### config.mk
export PLATFORM = sky130hd
export DESIGN_NAME = tetris_piece_offsets
export DESIGN_NICKNAME = d
export VERILOG_FILES = /design/src/rtl/tetris_move_checker.sv
export SDC_FILE = /design/constraint.sdc
export NUM_CORES = 1
export LEC_CHECK = 0
export ABC_AREA = 1
export BUFFER_PORTS_ARGS = -buffer_cell sky130_fd_sc_hd__buf_2
export CAP_MARGIN = 10
export CORE_AREA = 2 2 39 41
export DETAILED_ROUTE_END_ITERATION = 10
export DIE_AREA = 0 0 41 43
export GPL_TIMING_DRIVEN = 0
export PLACE_DENSITY = 0.32
export REMOVE_ABC_BUFFERS = 1
export SLEW_MARGIN = 20
export SYNTH_ARGS = -nofsm -noshare
export SYNTH_HDL_FRONTEND = slang
export SYNTH_SLANG_ARGS = --single-unit
### constraint.sdc
create_clock -name vclk -period 0.8
set_input_delay 0.16 -clock vclk [all_inputs]
set_output_delay 0.16 -clock vclk [all_outputs]
set_load 0.05 [all_outputs]
### src/rtl/tetris_move_checker.sv
// tetris_move_checker: validates one move request of the active piece against board bounds and occupancy
//   clk, reset                 : clock, synchronous active-high reset
//   spawn, spawn_shape         : load a new piece at (SPAWN_X, 0), rot 0; aborts a check in progress
//   req_valid/req_move/req_ready : move request handshake (00 left, 01 right, 10 down, 11 rotate)
//   done/accepted/landed       : result pulse and held result flags
//   rd_en/rd_x/rd_y/rd_data    : board occupancy read port, data one cycle after rd_en
//   piece_shape/rot/x/y        : current piece state
module tetris_piece_offsets (
  input  logic       i_shape,
  input  logic [1:0] i_rot,
  output logic [7:0] o_dx,
  output logic [7:0] o_dy
);
  // cell k occupies bits [2k+1:2k]; O is a fixed 2x2, I is a bar inside a 4x4 box
  always_comb begin
    o_dx = !i_shape ? 8'h44 : i_rot[0] ? (i_rot[1] ? 8'h55 : 8'hAA) : 8'hE4;
    o_dy = !i_shape ? 8'h50 : i_rot[0] ? 8'hE4 : (i_rot[1] ? 8'hAA : 8'h55);
  end
endmodule

==> impl_metrics.env <==
export IMPL_grt_total_usage=0.0450
export IMPL_ioPinCount=19
export IMPL_drc=0
export IMPL_first_pass_iters=2
export IMPL_n_sequential_cell=0
export IMPL_antenna_found_initial=0
export IMPL_critPathTopFamily="buffers and inverters"
export IMPL_critPathKind="input port to output pin"
export IMPL_wire_per_inst_um=7.33
export IMPL_grt_ovfl_total=0
export IMPL_yosys_area_top_type="buf_4"
export IMPL_die_h_um=43
export IMPL_dieArea_sq_um=1760
export IMPL_drive_gt1_frac=0.914
export IMPL_port_buffers=19
export IMPL_end_kind="output pin"
export IMPL_slowest_stage="buf_6"
export IMPL_drv_slew=0
export IMPL_syn_avg_cell_area_sq_um=5.06
export IMPL_whs_path_depth=3
export IMPL_finalSetupTns_ns=-0.0428
export IMPL_antennaDiodeCount=0
export IMPL_cts_setup_buffers=0
export IMPL_rows=14
export IMPL_antenna_left=0
export IMPL_core_area_sq_um=1380
export IMPL_regArea_sq_um=0
export IMPL_path_cells="buf_8, inv_2, a21oi_2, buf_6"
export IMPL_worst_path_stages=4
export IMPL_yosys_warnings=0
export IMPL_min_period_ns=0.814
export IMPL_start_util=0.0805
export IMPL_placed_area_sq_um=181
export IMPL_crit_path_max_incr_delay_ns=0.18
export IMPL_n_clock_buffer=0
export IMPL_p_leak_nw=0.177
export IMPL_synth_area_leaders="buf_4, inv_1, nor2_1"
export IMPL_grt_first_pass_wirelength_um=586
export IMPL_fin_crit_sh=1.02
export IMPL_holdWs_ns=0.607
export IMPL_grt_max_degree=7
export IMPL_place_gp_congestion=0.589
export IMPL_finalSetupViolations=4
export IMPL_ys_seq_area_frac=0
export IMPL_worstMarginPinSlew_ns=0.173
export IMPL_area_growth_pct=228
export IMPL_finalNetCount=40
export IMPL_postCtsHoldBufs=0
export IMPL_grt_pass1_vias=139
export IMPL_worstHoldPathType="input port to output pin"
export IMPL_cp_arrival_ns=0.65
export IMPL_synthCells=22
export IMPL_outcome="complete, but fails checks"
export IMPL_cellPowerDensity_nw_per_um2=891
export IMPL_power_mw=0.326
export IMPL_required_ns=0.64
export IMPL_synth_most_common_cell="buf_4"
export IMPL_syn_cell_area_sq_um=111
export IMPL_cp_max_fo=4
export IMPL_failed_checks="negative setup slack"
export IMPL_cap_violations=0
export IMPL_viasPerCell=3.25
export IMPL_routed_wl_um=374
export IMPL_ys_types=7
export IMPL_yosys_top_cells_count="buf_4, inv_1, nor2_1"
export IMPL_hold_violations=0
export IMPL_rsz0062_at_grt="yes"
export IMPL_dp_hpwl_um=283
export IMPL_fmax_ghz=1.23
export IMPL_die_w_um=41
export IMPL_slew_headroom=0.885
export IMPL_synth_top_area_frac=0.404
export IMPL_cp_num_buf_inv=3
export IMPL_fin_ws_ns=-0.0140
export IMPL_drt_initial_drc_count=1
export IMPL_postLayoutCellArea_sq_um=365
export IMPL_irDropWorstVdd_v=0.000177
export IMPL_via_count=166
export IMPL_startpoint_type="input port"
-- metrics by stage --
step | utilization | cells | setup slack [ns]
after CTS | 0.248 | 51 | -0.0323
after global routing | 0.264 | 51 | -0.0511
after detailed placement | 0.131 | 51 | -0.143
final | 0.264 | 51 | -0.0140
after floorplan | - | 16 | -1.11
after global placement | 0.131 | 51 | -0.142
-- tightest hold or removal path, stage by stage --
cell	delay, ns
buf_12	0.10
nor2_4	0.05
buf_6	0.14
-- per-layer routing --
layer | up-vias | global-route usage | part of all wire
met3 | 0 | 0 | 0.070
li1 | 86 | - | -
met1 | 71 | 0.0601 | 0.29
met2 | 9 | 0.0813 | 0.64
met5 | - | 0 | 0
met4 | 0 | 0 | 0
-- cell usage in the layout (no fill, tap or decap), drive strengths merged --
cell,instances
nand2,3
nor2,5
inv,5
buf,19
a21oi,2
nand3,1
-- worst paths after layout --
path | startpoint | endpoint
min | i_rot[1] | o_dx[1]
max | i_shape | o_dx[5]
-- final cells by class --
type / count / area (sq um)
Multi-Input combinational cell: 11 / 78.8
Fill cell: 151 / 1020
Tap cell: 16 / 20.0
Timing Repair Buffer: 19 / 243
Inverter: 5 / 23.8
-- kinds of logic (layout without fill, tap and decap cells) --
group / Yosys count / in the layout / synth area share
AND/OR/NAND/NOR: 9 / 9 / 0.337
buffers and inverters: 11 / 24 / 0.573
AO/OA/AOI/OAI: 2 / 2 / 0.0899
-- where the power goes --
part           internal [mW]  leakage [nW]  switching (mW)
clock                      0             0               0
combinational          0.119         0.177           0.207
sequential                 0             0               0
total                  0.119         0.177           0.207
-- what timing repair did --
item,CTS,global route
pin swaps,3,4
resized for setup,55,6
endpoints found under the setup margin,16,15
endpoints found under the hold margin,0,0
Note: power is estimated with default switching activity, not from simulation.
